`src/rtl/serial_addsub_pkg.sv`:
```
// Shared encodings for the bit-serial adder/subtractor.
package serial_addsub_pkg;

  // FSM states, 2-bit encoding
  typedef enum logic [1:0] {
    S_IDLE = 2'd0,
    S_RUN  = 2'd1,
    S_DONE = 2'd2
  } state_t;

  // Operation select values carried on 'sub'
  localparam logic OP_ADD = 1'b0;
  localparam logic OP_SUB = 1'b1;

endpackage

```
`src/rtl/serial_addsub_bit.sv`:
```
// One-bit full-adder / full-subtractor cell, purely combinational.
// Sum and difference share the same XOR. Only the carry and borrow equations differ.
module addsub_bit
  import serial_addsub_pkg::*;
(
  input  logic x,
  input  logic y,
  input  logic cin,
  input  logic sub,
  output logic s,
  output logic cout
);

  logic p;
  logic c_add;
  logic c_sub;

  assign p     = x ^ y;
  assign s     = p ^ cin;
  assign c_add = (x & y) | (cin & p);
  assign c_sub = (~x & y) | (cin & ~p);
  assign cout  = (sub == OP_SUB) ? c_sub : c_add;

endmodule

```
`src/rtl/serial_addsub.sv`:
```
// Bit-serial adder/subtractor. It processes one bit per clock, LSB first,
// and uses a start/busy/done handshake.
// On the last RUN edge, the final bit and the final carry/borrow are written
// straight into result/cout. This makes them valid together with the done pulse.
module serial_addsub
  import serial_addsub_pkg::*;
#(
  parameter int WIDTH = 8
) (
  input  logic             clk,
  input  logic             rst,
  input  logic             start,
  input  logic             sub,
  input  logic [WIDTH-1:0] a,
  input  logic [WIDTH-1:0] b,
  output logic             busy,
  output logic             done,
  output logic [WIDTH-1:0] result,
  output logic             cout
);

  localparam int              CW   = $clog2(WIDTH) + 1;
  localparam logic [CW-1:0]   LAST = CW'(WIDTH - 1);

  state_t           state;
  logic [WIDTH-1:0] a_sr;
  logic [WIDTH-1:0] b_sr;
  logic [WIDTH-1:0] sum_sr;
  logic [WIDTH-1:0] sum_next;
  logic             op;
  logic             carry;
  logic [CW-1:0]    cnt;
  logic             cell_s;
  logic             cell_c;

  addsub_bit u_bit (
    .x    (a_sr[0]),
    .y    (b_sr[0]),
    .cin  (carry),
    .sub  (op),
    .s    (cell_s),
    .cout (cell_c)
  );

  // The new bit enters at the MSB and earlier bits move one place toward the LSB
  assign sum_next = {cell_s, {(WIDTH-1){1'b0}}} | (sum_sr >> 1);

  // FSM, datapath shift registers and registered handshake outputs
  always_ff @(posedge clk) begin
    if (rst) begin
      state  <= S_IDLE;
      a_sr   <= '0;
      b_sr   <= '0;
      sum_sr <= '0;
      op     <= OP_ADD;
      carry  <= 1'b0;
      cnt    <= '0;
      busy   <= 1'b0;
      done   <= 1'b0;
      result <= '0;
      cout   <= 1'b0;
    end else begin
      done <= 1'b0;
      case (state)
        S_IDLE: begin
          if (start) begin
            a_sr  <= a;
            b_sr  <= b;
            op    <= sub;
            carry <= 1'b0;
            cnt   <= '0;
            busy  <= 1'b1;
            state <= S_RUN;
          end
        end
        S_RUN: begin
          a_sr   <= a_sr >> 1;
          b_sr   <= b_sr >> 1;
          sum_sr <= sum_next;
          carry  <= cell_c;
          cnt    <= cnt + CW'(1);
          if (cnt == LAST) begin
            result <= sum_next;
            cout   <= cell_c;
            busy   <= 1'b0;
            done   <= 1'b1;
            state  <= S_DONE;
          end
        end
        S_DONE: begin
          state <= S_IDLE;
        end
        default: begin
          state <= S_IDLE;
        end
      endcase
    end
  end

endmodule

```
`config.mk`:
```
export PLATFORM = sky130hd
export DESIGN_NAME = serial_addsub
export DESIGN_NICKNAME = d
export VERILOG_FILES = /design/src/rtl/serial_addsub_pkg.sv /design/src/rtl/serial_addsub_bit.sv /design/src/rtl/serial_addsub.sv
export SDC_FILE = /design/constraint.sdc
export NUM_CORES = 1
export LEC_CHECK = 0
export CAP_MARGIN = 20
export CORE_MARGIN = 10
export CORE_UTILIZATION = 65
export DETAILED_ROUTE_END_ITERATION = 16
export DONT_BUFFER_PORTS = 1
export GPL_TIMING_DRIVEN = 0
export PLACE_DENSITY_LB_ADDON = 0.3
export SETUP_SLACK_MARGIN = 0.15
export SYNTH_ARGS = -nofsm -noshare
export SYNTH_HDL_FRONTEND = slang
export SYNTH_SLANG_ARGS = --single-unit
```
`constraint.sdc`:
```
create_clock -name clk -period 2.08 [get_ports clk]
set_input_delay 0.312 -clock clk [delete_from_list [all_inputs] [get_ports clk]]
set_output_delay 0.312 -clock clk [all_outputs]
set_load 0.02 [all_outputs]
```
Word-level counts from Yosys, hierarchy flattened
Index checks and enable logic that the tools add are counted.
- add/sub/neg operators: 1
- eq/ne operators: 4
- muxes and demuxes: 16
- bitwise gates (word level): 12
- reductions and logical operators: 8
- operator list (kind ; count):
    $pmux W8 S2 ; 2
    $mux W8 ; 2
    $or A8 B7 Y8 ; 1
    $pmux W4 S2 ; 1
    $reduce_and A2 Y1 ; 4
    $mux W1 ; 5
    $add A4 B1 Y4 const B ; 1
    $and A1 B1 Y1 ; 4
    $eq A4 B3 Y1 const B ; 1
    $mux W2 ; 2
    $mux W4 ; 1
    $ne A2 B2 Y1 const B ; 2
    $pmux W1 S2 ; 2
    $pmux W2 S2 ; 1
    $not A1 Y1 ; 3
    $reduce_and A3 Y1 ; 1
    $eq A2 B1 Y1 const B ; 1
    $logic_not A2 Y1 ; 1
    $or A1 B1 Y1 ; 2
    $reduce_bool A2 Y1 ; 1
    $reduce_or A2 Y1 ; 1
    $xor A1 B1 Y1 ; 2
- flip-flop bits (word level): 43
- bits of input ports: 20
- output and inout bits: 11
- logic and storage cells: 52

Depth between registers and ports, before layout
- word-level depth: 6
- mapped depth: 5

Modules after synthesis
Synthesis repeated with hierarchy kept, for this count alone.
- cell total of the unflattened synthesis: 202
- area, all modules: 1850.5 sq um
- modules (own cells, without submodules) (module ; instances ; cells each ; area each (sq um)):
    serial_addsub ; 1 ; 196 ; 1789.2
    addsub_bit ; 1 ; 6 ; 61.3

Worst setup path after synthesis
No wires, ideal clock.
- path type: register -> register
- start point: register b_sr[0]
- end point: register result[7]
- setup time: 0.070 ns
- data arrival time: 1.118 ns
- required time: 2.010 ns
- path slack: 0.892 ns
- stages on the path, launching flop included: 5
- path buffers: 0
- path through: dfxtp_1 > inv_1 > fa_1 > nand3_1 > a21oi_1
- word-level cells in the longest chain between the ends: 3
- ends and longest elaborated chain (item ; line ; text):
    start: declaration ; serial_addsub.sv:27 ; logic [WIDTH-1:0] b_sr;
    start signal: assignment ; serial_addsub.sv:78 ; b_sr <= b_sr >> 1;
    $xor A1 B1 Y1 ; serial_addsub_bit.sv:18 ; assign p = x ^ y;
    $xor A1 B1 Y1 ; serial_addsub_bit.sv:19 ; assign s = p ^ cin;
    named net cell_s ; serial_addsub.sv:33 ; logic cell_s;
    $or A8 B7 Y8 ; serial_addsub.sv:46 ; assign sum_next = {cell_s, {(WIDTH-1){1'b0}}} | (sum_sr >> 1);
    end signal: assignment ; serial_addsub.sv:83 ; result <= sum_next;
    end: declaration ; serial_addsub.sv:18 ; output logic [WIDTH-1:0] result,
The timed path passes the listed nets, and every way through them passes these cells.
A chain may end at the register's enable or synchronous reset.

Worst setup path in the final report
- start point: register state[1]
- end point: register op
- word-level cells in the longest chain between the ends: 2
- ends and longest elaborated chain (item ; line ; text):
    start: declaration ; serial_addsub.sv:25 ; state_t state;
    start signal: assignment ; serial_addsub.sv:51 ; state <= S_IDLE;
    start signal: assignment ; serial_addsub.sv:73 ; state <= S_RUN;
    start signal: assignment ; serial_addsub.sv:87 ; state <= S_DONE;
    $logic_not A2 Y1 ; serial_addsub.sv:64 ; case (state)
    $reduce_and A2 Y1 (no source line) ; - ;
    end signal: assignment ; serial_addsub.sv:69 ; op <= sub;
    end: declaration ; serial_addsub.sv:30 ; logic op;
No other way between the ends.

==> run metrics <==
layout cells sized above 1=9.09%; Synth Area in Compound Gates=25.4%; GRT Total Usage=14.4%; Max-cap violations=0; Post-Syn Area=1710 sq um; vias=1418; CTS tree=done; worst min path class=in -> reg; Synth Flop Type=dfxtp_1; main combinational cell family by area after synthesis=compound AO/OA/AOI/OAI gates; Cell Count Post-Placement=231; Simple-Gate Fraction of Synth Area=14.9%; Max-slew headroom=52.0%; RSZ-0062 raised after global routing=false; worst-path fanout max=8; asr flop ratio synth=0%; first drt pass iteration count=6; Setup Fix Bufs, Post-CTS=0; VDD IR max=0.583 mV; P&R area growth vs syn=5.72%; post-route insts no fill=239; post-synth top area cell=dfxtp_1; top post-synthesis cells by area=dfxtp_1 (49%), a21oi_1 (13%), nand2_1 (6.8%); first-pass GRT wire length=6.21 mm; syn avg cell area=8.49 sq um; hold buffers post-CTS=0; CP endpoint kind=flip-flop; Gate power share=9.6%; Synth Area in XOR/XNOR=0%; Synth Area in Adders=3.08%; htree depth=2; Req. time, crit path=2.32 ns; register area share after synthesis=49.3%; final WL=3.67 mm; Die Span Y=71.2 um; CTS root buf=clkbuf_4; GP Congestion=0.748; Layout Nets=231; Final setup violation count=0; initial core utilization=68.3%; Pint=0.00106 W; Die ar.=5080 sq um; Reg clk slew, reported paths=0.12 ns; Post-CTS Resized=0; # clock sinks=42; Worst-Margin Slew=0.719 ns; Fin. Hold Viols=0; initial antenna violation count=0; top-area cell type share of the netlist area=49.3%; max-slew violations=0; # IOs=31; Vias/cell=5.93; YS warnings=0; DP Wirelength=2.72 mm; DRC Markers=0; fmax=685 MHz; Synth cell types=34; syn_nets=224; number of port buffers=0; Synth Instances=201; Starting DRT DRC Count=87; crit share post-route=70.2%; ANT cells=0; Leak Pwr=0.661 nW; switch share=25.4%; synthesized flop and latch total=42; Clk pwr share=29.4%; Skew-Pair Late Insertion Delay=0.35 ns; mux contribution to synthesized area=0.587%; Crit Path Category=reg -> reg; core area=2500 sq um; TNS Setup=0 ns; CTS buffer count=5; Power per Cell Area=787 nW/um^2; Tmin final=1.46 ns; largest net degree at the start of global routing=13; die width=71.2 um; Psw=0.000361 W; Critical Path AT=1.70 ns; Max clock buf depth=2; Post-synth top cells=a21oi_1 (46), dfxtp_1 (42), nand2_1 (31); sequential share of power=61.0%; Post-synth EDFFs=0; drt wl/cell=15.4 um; CP startpoint kind=flip-flop; skew final=0.0104 ns; count leader, synth=a21oi_1; vias in the first global route=1393; Antenna Nets Post-Route=0; total gr overflow=0; status=completed; FP Rows=18
[path summary, 6_finish.rpt]
kind	from	endpoint	slack, ns	cells after the start
worst max-delay path	state[1]$_SDFFE_PP0P_	op$_SDFFE_PP0P_	0.62	3
worst min-delay path	a[4]	a_sr[4]$_SDFFE_PP0P_	0.08	2
worst max register to register	state[1]$_SDFFE_PP0P_	op$_SDFFE_PP0P_	0.62	3
worst min register to register	sum_sr[1]$_SDFFE_PP0P_	result[0]$_SDFFE_PP0P_	0.46	2
[cell usage in the layout, fill, tap and decap left out, types with 2 or more instances in the layout]
master	netlist	layout
nor2_1	5	5
inv_1	3	3
clkbuf_1	6	7
buf_2	4	4
o21ai_0	23	23
dfxtp_1	42	42
nor3_1	4	4
nand2_1	31	31
clkbuf_4	0	5
clkbuf_8	1	2
fa_1	2	2
a22oi_1	3	3
nand3_1	10	10
a21oi_1	46	46
[worst max-delay path: stages, from the launching register on]
cell and delay [ns]:
dfxtp_1 0.40, nor3b_1 0.64, mux2i_1 0.26, nor2_1 0.05
[area by class of cell]
type,count,area [sq um]
Clock buffer,7,55.1
Fill cell,194,696
Clock inverter,1,5.00
Inverter,4,15.0
Sequential cell,42,841
Tap cell,30,37.5
Multi-Input combinational cell,140,751
Buffer,15,100
[power by group through the flow]
stage / logic (W) / registers [W] / clock network, W
final: 0.000137 / 0.000865 / 0.000417
after global placement: 0.000130 / 0.000881 / 0
after CTS: 0.000137 / 0.000865 / 0.000421
after floorplan: 0.000110 / 0.000876 / 0
after global routing: 0.000158 / 0.000869 / 0.000452
after detailed placement: 0.000136 / 0.000883 / 0
[sequential cells by signal, summed over array words and instances (netlist names)]
register / flops
result: 8
busy: 1
state: 2
a_sr: 8
cnt: 4
sum_sr: 7
op: 1
done: 1
b_sr: 8
cout: 1
carry: 1
[metrics by stage]
| stage | instance area [sq um] | hold slack (ns) | total power [W] | worst slack [ns] | util, % |
|---|---|---|---|---|---|
| final | 1800 | 0.0818 | 0.00142 | 0.621 | 72.2 |
| after global routing | 1800 | 0.0817 | 0.00148 | 0.544 | 72.2 |
| after CTS | 1800 | 0.0824 | 0.00142 | 0.650 | 72.2 |
| after detailed placement | 1740 | 0.453 | 0.00102 | 0.656 | 69.8 |
| after global placement | 1740 | 0.448 | 0.00101 | 0.700 | 69.8 |
| after floorplan | 1710 | 0.437 | 0.000986 | 0.892 | - |
[logic make-up (layout without fill, tap and decap cells)]
kind of cell	Yosys count	in the layout
AOI/OAI and AO/OA	80	80
adders and majority gates	3	3
buffers and inverters	19	27
DFF	42	42
muxes	1	1
and+or+nand+nor	56	56
[routing by layer]
layer,GRT usage [%],wire [um],share of wire [%],vias up
met3,6.61,353,9.6,6
met2,24.8,1760,48,38
met4,4.52,51,1.4,0
li1,-,-,-,715
met1,15.3,1510,41,659
met5,0,0,0,-
Power figures use the tool's default switching activity.
